--- src/rtl/bf_pkg.sv ---
// Shared definitions for the bound flasher: phase encoding, default geometry
// and the level register width helper.
package bf_pkg;

    typedef enum logic [2:0] {
        PH_IDLE = 3'd0,
        PH_UP1  = 3'd1,
        PH_DN1  = 3'd2,
        PH_UP2  = 3'd3,
        PH_DN2  = 3'd4,
        PH_UP3  = 3'd5,
        PH_DN3  = 3'd6
    } bf_phase_e;

    localparam int unsigned BF_N_LAMPS = 16;
    localparam int unsigned BF_B_LO    = 6;
    localparam int unsigned BF_B_HI    = 11;

    // Bits needed to hold a level in 0..n inclusive.
    function automatic int unsigned bf_lvl_width(input int unsigned n);
        return $clog2(n + 1);
    endfunction

endpackage

--- src/rtl/bf_level_counter.sv ---
// Up/down counter holding the lamp level. Load has priority over counting.
module bf_level_counter #(
    parameter int unsigned W = 5
) (
    input  logic         clk,
    input  logic         reset_n,
    input  logic         load,
    input  logic [W-1:0] load_val,
    input  logic         upcount,
    input  logic         enable,
    output logic [W-1:0] out
);

    // Level register: async clear, synchronous load or single step.
    always_ff @(posedge clk or negedge reset_n) begin
        if (!reset_n) begin
            out <= '0;
        end else if (load) begin
            out <= load_val;
        end else if (enable) begin
            out <= upcount ? out + W'(1) : out - W'(1);
        end
    end

endmodule

--- src/rtl/bound_flasher_ctrl.sv ---
// Bound flasher sequencing controller: six-phase up/down lamp pattern with
// flick-triggered kickback at the B_LO / B_HI boundaries in UP2 and UP3.
module bound_flasher_ctrl
    import bf_pkg::*;
#(
    parameter int unsigned N_LAMPS = BF_N_LAMPS,
    parameter int unsigned B_LO    = BF_B_LO,
    parameter int unsigned B_HI    = BF_B_HI
) (
    input  logic               clk,
    input  logic               reset_n,
    input  logic               flick,
    input  logic               step_en,
    output logic [N_LAMPS-1:0] lamps,
    output logic               busy,
    output logic [2:0]         phase
);

    localparam int unsigned W = bf_lvl_width(N_LAMPS);

    localparam logic [W-1:0] LV_ZERO = '0;
    localparam logic [W-1:0] LV_ONE  = W'(1);
    localparam logic [W-1:0] LV_LO   = W'(B_LO);
    localparam logic [W-1:0] LV_LOM1 = W'(B_LO - 1);
    localparam logic [W-1:0] LV_HI   = W'(B_HI);
    localparam logic [W-1:0] LV_TOP  = W'(N_LAMPS);

    bf_phase_e    r_phase;
    bf_phase_e    w_phase_nxt;
    logic [W-1:0] w_lvl;
    logic [W-1:0] w_new;
    logic         w_up;
    logic         w_en;
    logic         w_load;
    logic         w_kick;

    bf_level_counter #(
        .W (W)
    ) u_level (
        .clk      (clk),
        .reset_n  (reset_n),
        .load     (w_load),
        .load_val (LV_ONE),
        .upcount  (w_up),
        .enable   (w_en),
        .out      (w_lvl)
    );

    // Phase register.
    always_ff @(posedge clk or negedge reset_n) begin
        if (!reset_n) begin
            r_phase <= PH_IDLE;
        end else begin
            r_phase <= w_phase_nxt;
        end
    end

    // Next phase and counter commands; targets are compared against the
    // post-step level so the phase change lands with the step that hits it.
    always_comb begin
        w_phase_nxt = r_phase;
        w_load      = 1'b0;
        w_en        = 1'b0;
        w_up        = (r_phase == PH_UP1) || (r_phase == PH_UP2) ||
                      (r_phase == PH_UP3);
        w_new       = w_up ? w_lvl + LV_ONE : w_lvl - LV_ONE;
        w_kick      = flick && ((w_new == LV_LO) || (w_new == LV_HI));
        if (step_en) begin
            w_en = (r_phase != PH_IDLE);
            case (r_phase)
                PH_IDLE: begin
                    if (flick) begin
                        w_load      = 1'b1;
                        w_phase_nxt = PH_UP1;
                    end
                end
                PH_UP1: if (w_new == LV_LO)   w_phase_nxt = PH_DN1;
                PH_DN1: if (w_new == LV_ZERO) w_phase_nxt = PH_UP2;
                PH_UP2: begin
                    if (w_kick)               w_phase_nxt = PH_DN1;
                    else if (w_new == LV_HI)  w_phase_nxt = PH_DN2;
                end
                PH_DN2: if (w_new == LV_LOM1) w_phase_nxt = PH_UP3;
                PH_UP3: begin
                    if (w_kick)               w_phase_nxt = PH_DN2;
                    else if (w_new == LV_TOP) w_phase_nxt = PH_DN3;
                end
                PH_DN3: if (w_new == LV_ZERO) w_phase_nxt = PH_IDLE;
                default: begin
                    w_en        = 1'b0;
                    w_phase_nxt = PH_IDLE;
                end
            endcase
        end
    end

    // Thermometer decode of the registered level.
    always_comb begin
        lamps = '0;
        for (int unsigned i = 0; i < N_LAMPS; i++) begin
            lamps[i] = (i < 32'(w_lvl));
        end
    end

    assign busy  = (r_phase != PH_IDLE);
    assign phase = r_phase;

endmodule

--- config.mk ---
export PLATFORM = sky130hd
export DESIGN_NAME = bound_flasher_ctrl
export DESIGN_NICKNAME = d
export VERILOG_FILES = /design/src/rtl/bf_pkg.sv /design/src/rtl/bf_level_counter.sv /design/src/rtl/bound_flasher_ctrl.sv
export SDC_FILE = /design/constraint.sdc
export NUM_CORES = 1
export LEC_CHECK = 0
export CORE_MARGIN = 1.5
export CORE_UTILIZATION = 51
export CTS_CLUSTER_SIZE = 14
export DETAILED_ROUTE_END_ITERATION = 8
export PLACE_DENSITY = 0.81
export SLEW_MARGIN = 20
export SYNTH_ARGS = -nofsm -noshare
export SYNTH_HDL_FRONTEND = slang
export SYNTH_SLANG_ARGS = --single-unit
--- constraint.sdc ---
create_clock -name clk -period 4.6 [get_ports clk]
set_input_delay 1.38 -clock clk [delete_from_list [all_inputs] [get_ports clk]]
set_output_delay 1.38 -clock clk [all_outputs]
set_load 0.01 [all_outputs]
Yosys cells after proc, flatten, opt, wreduce, memory -nomap -nowiden. Index checks and enable logic that the tools add are counted.

Input port bits: 4. Output and inout bits: 20. Register bits after elaboration: 8. Word-level logic and storage cells: 65.

Mux-type cells: 18. Reduce and logical (&&, ||, !) cells: 10. Eq/ne operators: 17. $lt $le $gt $ge: 16. Add/subtract/negate cells: 2.

Operators with widths (count): less-than comparator 4 x 5 -> 1 bit, first input constant (8); 2-to-1 mux 3 bit (9); case mux 3 bit (7 select lines) (1); less-than comparator 3 x 5 -> 1 bit, first input constant (4); 2-to-1 mux 5 bit (3); equality test 5 x 3 -> 1 bit, second input constant (2); less-than comparator 1 x 5 -> 1 bit, first input constant (2); less-than comparator 2 x 5 -> 1 bit, first input constant (2); equality test 3 bit, second input constant (3); != test 2 bit, second input constant (4); AND reduction 8 bit (1); OR reduction 7 bit (1); equality test 3 x 2 -> 1 bit, second input constant (2); != test 3 x 2 -> 1 bit, second input constant (2); adder 5 x 1 -> 5 bit, second input constant (1); equality test 5 x 4 -> 1 bit, second input constant (1); equality test 5 bit, second input constant (1); zero test 5 bit (1); 2-to-1 mux 1 bit (5); subtractor 5 x 1 -> 5 bit, second input constant (1); equality test 3 x 1 -> 1 bit, second input constant (1); zero test 3 bit (1); logical OR 1 bit (3); nonzero test 3 bit (1); other kinds (3) (3).

Logic depth before layout (Yosys ltp). Gate-level depths: netlist of run 1.

Depth in word-level cells: 9. Gate-level depth with buffers: 10. Depth with buffers taken out: 9.

By module. From an unflattened synthesis of run 1, not the netlist that was laid out.

Cell total of the unflattened synthesis: 141. Area total of the unflattened synthesis: 1121.1 sq um.

Modules (own cells, without submodules): bound_flasher_ctrl (sequential area each 75.1 sq um, times used 1, area an instance 719.4 sq um, cells each 99); bf_level_counter (sequential area each 125.1 sq um, times used 1, area an instance 401.6 sq um, cells each 42).

Least setup slack after synthesis of run 1. OpenSTA, ideal clock, no wires.

Path kind: register -> output. From: register u_level.out[4]. To: output lamps[1]. Slack: 1.984 ns. Data required time: 3.220 ns. Cell stages (with the launch flop): 6. Arrival: 1.236 ns. Path buffers: 1. Cells stage by stage: dfrtp_1 -> clkbuf_1 -> nor2_1 -> inv_1 -> nor2_1 -> o21ai_0.

Longest elaborated chain between the ends: 1.

RTL lines: start: declaration (line bf_level_counter.sv:11) `output logic [W-1:0] out`; start signal: assignment (line bf_level_counter.sv:19) `out <= load_val;`; start signal: assignment (line bf_level_counter.sv:21) `out <= upcount ? out + W'(1) : out - W'(1);`; less-than comparator 1 x 5 -> 1 bit (line bound_flasher_ctrl.sv:101) `lamps[i] = (i < 32'(w_lvl));`; end: declaration (line bound_flasher_ctrl.sv:14) `output logic [N_LAMPS-1:0] lamps,`.

No other way between the ends.

Worst setup path after layout of run 1. Same ends and word-level chain as after synthesis.

==> results.ini, run 1 <==
[placed_design]
gp_congestion=0.8467
placed_cell_area_um2=1105
hpwlAfterDp_um=1445
port_buffers=23

[finish]
nets=135
final_util_pct=66.01
syn_to_final_growth_pct=23.42
design_area_um2=1127
fillers=152
drive_above_1_share_pct=9.524
diodes=0
seqCellArea_um2=200.2
multi_input_area_um2=620.6

[worst_setup_path]
cp_max_fo=13
path_class=reg -> out
cpMostUsedCell=nor2_1
crit_chain=nor2_1, inv_1, nor2_1, o21ai_0, clkdlybuf4s50_1
worstReg2RegStart=u_level.out[0]
max_stage_delay_ns=0.52
reg2reg_to=phase[1]
cp.required_ns=3.22
start_kind=flop
r2r_cells=9
critPathSlowestCell=dfrtp_1
cp-end-kind=output port
rrSetupSlack_ns=1.95
cp.arrival_ns=1.96

[floorplan]
die_w_um=45.32
io_pins=24
chipHeight_um=45.32
dieArea_um2=2054
start_util_pct=53.48
core_um2=1708
rows=15

[min_path]
hp-start=phase[0]
min_path_type=reg -> reg
hold_depth=2
hold_end=phase[0]

[yosys]
syn-mean-instance-area_um2=8.380
yosys.cell_count.top_type=nand2_1
yosys.area.top_type=dfrtp_1
ys.flop_type=dfrtp_1
syn_inst=109
ys_types=44
syn_nets=116
synth_area_leaders=dfrtp_1, nand2_1, o21ai_0, ha_1, xnor2_2
synth_area_um2=913.4
synth_edf_count=0
synth_seq_area_share_pct=21.92
synthArstFlopShare_pct=100.0
ys_ff_latch=8
synth_common_cells=nand2_1, dfrtp_1, nor2_1, o21ai_0, inv_1
ys.warnings.count=0
yosysTopAreaCellShare_pct=21.92

[pwr]
ir_drop_mv=0.5208
p_leak_nw=0.4992
powerDensity_nw_per_um2=883.9

[routing]
wl_um=1869
avgRoutedWirePerCell_um=12.38
drc_errors=0
vias_per_cell=5.483
ant_nets=0
num_vias=828
drtPass1Iterations=4
drtIter0Drc=18

[global_route]
grt_max_degree=14
globalRouteOverflowTotal=0
grt_pass1_wl_um=3305
antenna_found_initial=0
grt_usage_pct=21.62
first_global_vias=736

[job]
maxCapViolCount=0

[cts]
post-cts-setup-buffer-count=0
h-tree-depth=1
ctsLongestPathBuffers=2
cts_buffers=3
cts_tree=yes
root_buffer=clkbuf_4
cts_resized=0
cts_hold_buf=0
clkTransAtPathRegs_ns=0.05
numClockSinks=8
clock_latency_ns=0.25

[sta]
maxSlewViolCount=0
maxSlewHeadroom_pct=72.72
setup_tns_ns=0
fmax_ghz=0.2997
grt_setup_unrepaired=false
hold_slack_ns=0.7014
post-route-period-util_pct=72.53
setup_viol=0
clock_skew_ns=0.004653
worst_slew_pin_slew_ns=0.4093
hold_viol_final=0
period_minus_slack_ns=3.337

[outcome]
status=complete, no violations

[power by group]
| part | leakage [nW] | switching, W | internal [W] |
|---|---|---|---|
| Clock | 0.0138 | 0.0000211 | 0.0000297 |
| Sequential | 0.0981 | 0.000103 | 0.000103 |
| Combinational | 0.387 | 0.000342 | 0.000398 |
[layer usage]
| metal | vias to the layer above | share of wire, % | global-route usage (%) |
|---|---|---|---|
| met5 | - | 0 | 0 |
| met4 | 0 | 0 | 1.765 |
| met3 | 0 | 7.0 | 6.400 |
| met2 | 35 | 48 | 34.86 |
| met1 | 369 | 45 | 29.85 |
| li1 | 424 | - | - |
[worst max-delay path, delay by kind of cell (launching register included)]
kind                   cells  cell delay [ns]
buffers and inverters      2             0.58
flip-flops                 1             0.52
AND/OR/NAND/NOR            2             0.47
AO/OA/AOI/OAI              1             0.14
[area by class of cell]
cell class,instances,area share (%)
multi-input combinational,86,55.05
timing repair buffer,23,20.42
sequential,8,17.76
tap,25,2.775
clock buffer,3,1.998
inverter,6,1.998
[layout by cell type (no fill, tap or decap), types with 2 or more instances in the layout]
master,n
o21ai_0,8
xnor2_1,2
mux2i_1,3
nand4b_1,2
a22o_1,2
and3_1,2
dfrtp_1,8
nand2_1,14
nor2_1,8
o21bai_1,4
nand2b_1,3
a2bb2oi_1,2
nor2b_1,2
ha_1,3
o21ai_1,2
xor2_1,2
clkdlybuf4s50_1,23
nand3_1,4
inv_1,6
clkbuf_4,3
or3_1,2
xnor2_2,2
[worst max-delay path by stage]
stage	from	end	slack [ns]	depth (start not counted)
6_report	u_level.out[4]	lamps[1]	1.26	5
5_1_grt	u_level.out[4]	lamps[1]	1.03	5
4_1_cts	u_level.out[3]	lamps[1]	1.25	5
3_5_place_dp	u_level.out[4]	lamps[1]	1.53	5
3_3_place_gp	u_level.out[0]	lamps[8]	1.61	3
2_1_floorplan	u_level.out[4]	lamps[1]	1.98	5
[sequential cells by signal (all words and copies together) (netlist names)]
| signal | cells |
|---|---|
| phase | 3 |
| u_level.out | 5 |
[cell families after synthesis]
kind of cell	count (synthesis)	share of synthesized area (%)
simple gates	44	26.03
compound gates	29	24.66
buf+inv	15	10.14
flops	8	21.92
xor+xnor	6	7.398
mux	4	5.753
fa+ha+maj	3	4.110
[stage by stage]
stage	worst slack [ns]	power, W	std cells
global route	1.034	0.001090	151
floorplan	1.984	0.0007082	109
detailed placement	1.525	0.0009480	148
global placement	1.606	0.0009344	148
finish	1.263	0.0009964	151
CTS	1.250	0.001005	151
Note: power is estimated with default switching activity, not from simulation.
==> inputs of run 2 (changes only) <==
--- a/config.mk
+++ b/config.mk
@@ -6,10 +6,10 @@
 export NUM_CORES = 1
 export LEC_CHECK = 0
 export CORE_MARGIN = 1.5
-export CORE_UTILIZATION = 51
+export CORE_UTILIZATION = 48
 export CTS_CLUSTER_SIZE = 14
 export DETAILED_ROUTE_END_ITERATION = 8
-export PLACE_DENSITY = 0.81
+export PLACE_DENSITY = 0.77
 export SLEW_MARGIN = 20
 export SYNTH_ARGS = -nofsm -noshare
 export SYNTH_HDL_FRONTEND = slang
==> constraint.sdc (replaced) <==
create_clock -name clk -period 3.4 [get_ports clk]
set_input_delay 1.02 -clock clk [delete_from_list [all_inputs] [get_ports clk]]
set_output_delay 1.02 -clock clk [all_outputs]
set_load 0.01 [all_outputs]
==> run 2 against run 1 <==
- routed wire length rose by 4.4%
- register-to-register slack worse by 1.2 ns
- utilization decreased by 2.1 points
- via count is 0.36% higher
- sequential cell count unchanged
- critical path depth unchanged
- clock skew fell by 0.0016 ns
- largest cell class unchanged
- highest routed layer is now met4
==> results.ini, run 2 (synthesis results as in run 1) <==
[outcome]
status=complete, no violations

[pwr]
powerDensity_nw_per_um2=1202
p_leak_nw=0.4992
ir_drop_mv=0.6347

[routing]
num_vias=831
drtIter0Drc=21
ant_nets=0
wl_um=1952
drtPass1Iterations=4
avgRoutedWirePerCell_um=12.93
vias_per_cell=5.503
drc_errors=0

[finish]
largest-register=u_level.out
design_area_um2=1127
nets=135
final_util_pct=63.90
drive_above_1_share_pct=9.524
diodes=0
final_cell_mix=clkdlybuf4s50_1, nand2_1, nor2_1, o21ai_0, dfrtp_1
syn_to_final_growth_pct=23.42
instances_no_fill=151
largest_register_ffs=5
fillers=180
layout_commonest_cell=clkdlybuf4s50_1

[floorplan]
core_um2=1764
rows=15
chipHeight_um=46.62
start_util_pct=51.77
io_pins=24
dieArea_um2=2173
die_w_um=46.62

[placed_design]
place_inst=148
gp_congestion=0.8705
hpwlAfterDp_um=1510
placed_cell_area_um2=1105
port_buffers=23

[sta]
setup_viol=0
hold_viol_final=0
maxSlewViolCount=0
post-route-period-util_pct=86.84
maxSlewHeadroom_pct=72.02
period_minus_slack_ns=2.953
setup_tns_ns=0
worst_slew_pin_slew_ns=0.4197
grt_setup_unrepaired=false
clock_skew_ns=0.003007
fmax_ghz=0.3387

[global_route]
grt_pass1_wl_um=3291
grt_usage_pct=21.12
grt_max_degree=14
first_global_vias=734
globalRouteOverflowTotal=0
antenna_found_initial=0

[worst_setup_path]
worstReg2RegStart=u_level.out[0]
cp.arrival_ns=1.93
cp.required_ns=2.38
rrSetupSlack_ns=0.76
r2r_cells=9
path_class=reg -> out
cp_max_fo=13
cp-end-kind=output port
reg2reg_to=phase[1]
start_kind=flop

[cts]
post-cts-setup-buffer-count=0
cts_hold_buf=0
cts_tree=yes
cts_resized=0
cts_buffers=3
clkTransAtPathRegs_ns=0.05
numClockSinks=8
h-tree-depth=1
clock_latency_ns=0.25
root_buffer=clkbuf_4
ctsLongestPathBuffers=2

[min_path]
min_path_type=reg -> reg
hp-start=u_level.out[0]
hold_end=u_level.out[0]
hold_depth=1

[job]
maxCapViolCount=0

run 2: cell counts in the layout (fill, tap and decap cells not counted):
No cell type changed its count.
run 2: metal layers:
layer	part of all wire, %	GRT usage, %	up-vias
met2	52	38.33	24
met1	44	25.00	385
met5	0	0	-
li1	-	-	420
met3	4.4	5.882	2
met4	0.26	3.333	0
run 2: power breakdown:
group / switching, W / leakage (nW) / internal (W)
clock network: 0.0000320 / 0.0138 / 0.0000404
logic: 0.000469 / 0.387 / 0.000538
registers: 0.000136 / 0.0981 / 0.000140
run 2: how the worst max path moves through the flow:
stage	start	to	slack (ns)	cells past startpoint
finish	u_level.out[4]	lamps[1]	0.45	5
global route	u_level.out[4]	lamps[1]	0.33	5
CTS	u_level.out[4]	lamps[1]	0.42	5
detailed placement	u_level.out[4]	lamps[1]	0.70	5
global placement	u_level.out[0]	lamps[8]	0.76	3
floorplan	u_level.out[0]	phase[1]	1.05	10
run 2: layout make-up:
| type | count | area [um^2] | share of cell area, % |
|---|---|---|---|
| sequential | 8 | 200.2 | 17.76 |
| inverter | 6 | 22.52 | 1.998 |
| timing repair buffer | 23 | 230.2 | 20.42 |
| clock buffer | 3 | 22.52 | 1.998 |
| multi-input combinational | 86 | 620.6 | 55.05 |
| tap | 25 | 31.28 | 2.775 |
run 2: stage by stage:
stage | setup slack (ns) | hold WS [ns] | power, W
after floorplan | 1.051 | 0.5912 | 0.0009582
after global placement | 0.7551 | 0.7032 | 0.001263
after detailed placement | 0.7021 | 0.7160 | 0.001285
after CTS | 0.4172 | 0.7232 | 0.001364
after global routing | 0.3306 | 0.7637 | 0.001485
final | 0.4473 | 0.7213 | 0.001355
run 2: worst max-delay path: stages, from the launching register on:
cell	delay, ns
dfrtp_1	0.53
nor2_1	0.25
inv_1	0.09
nor2_1	0.19
o21ai_0	0.13
clkdlybuf4s50_1	0.49
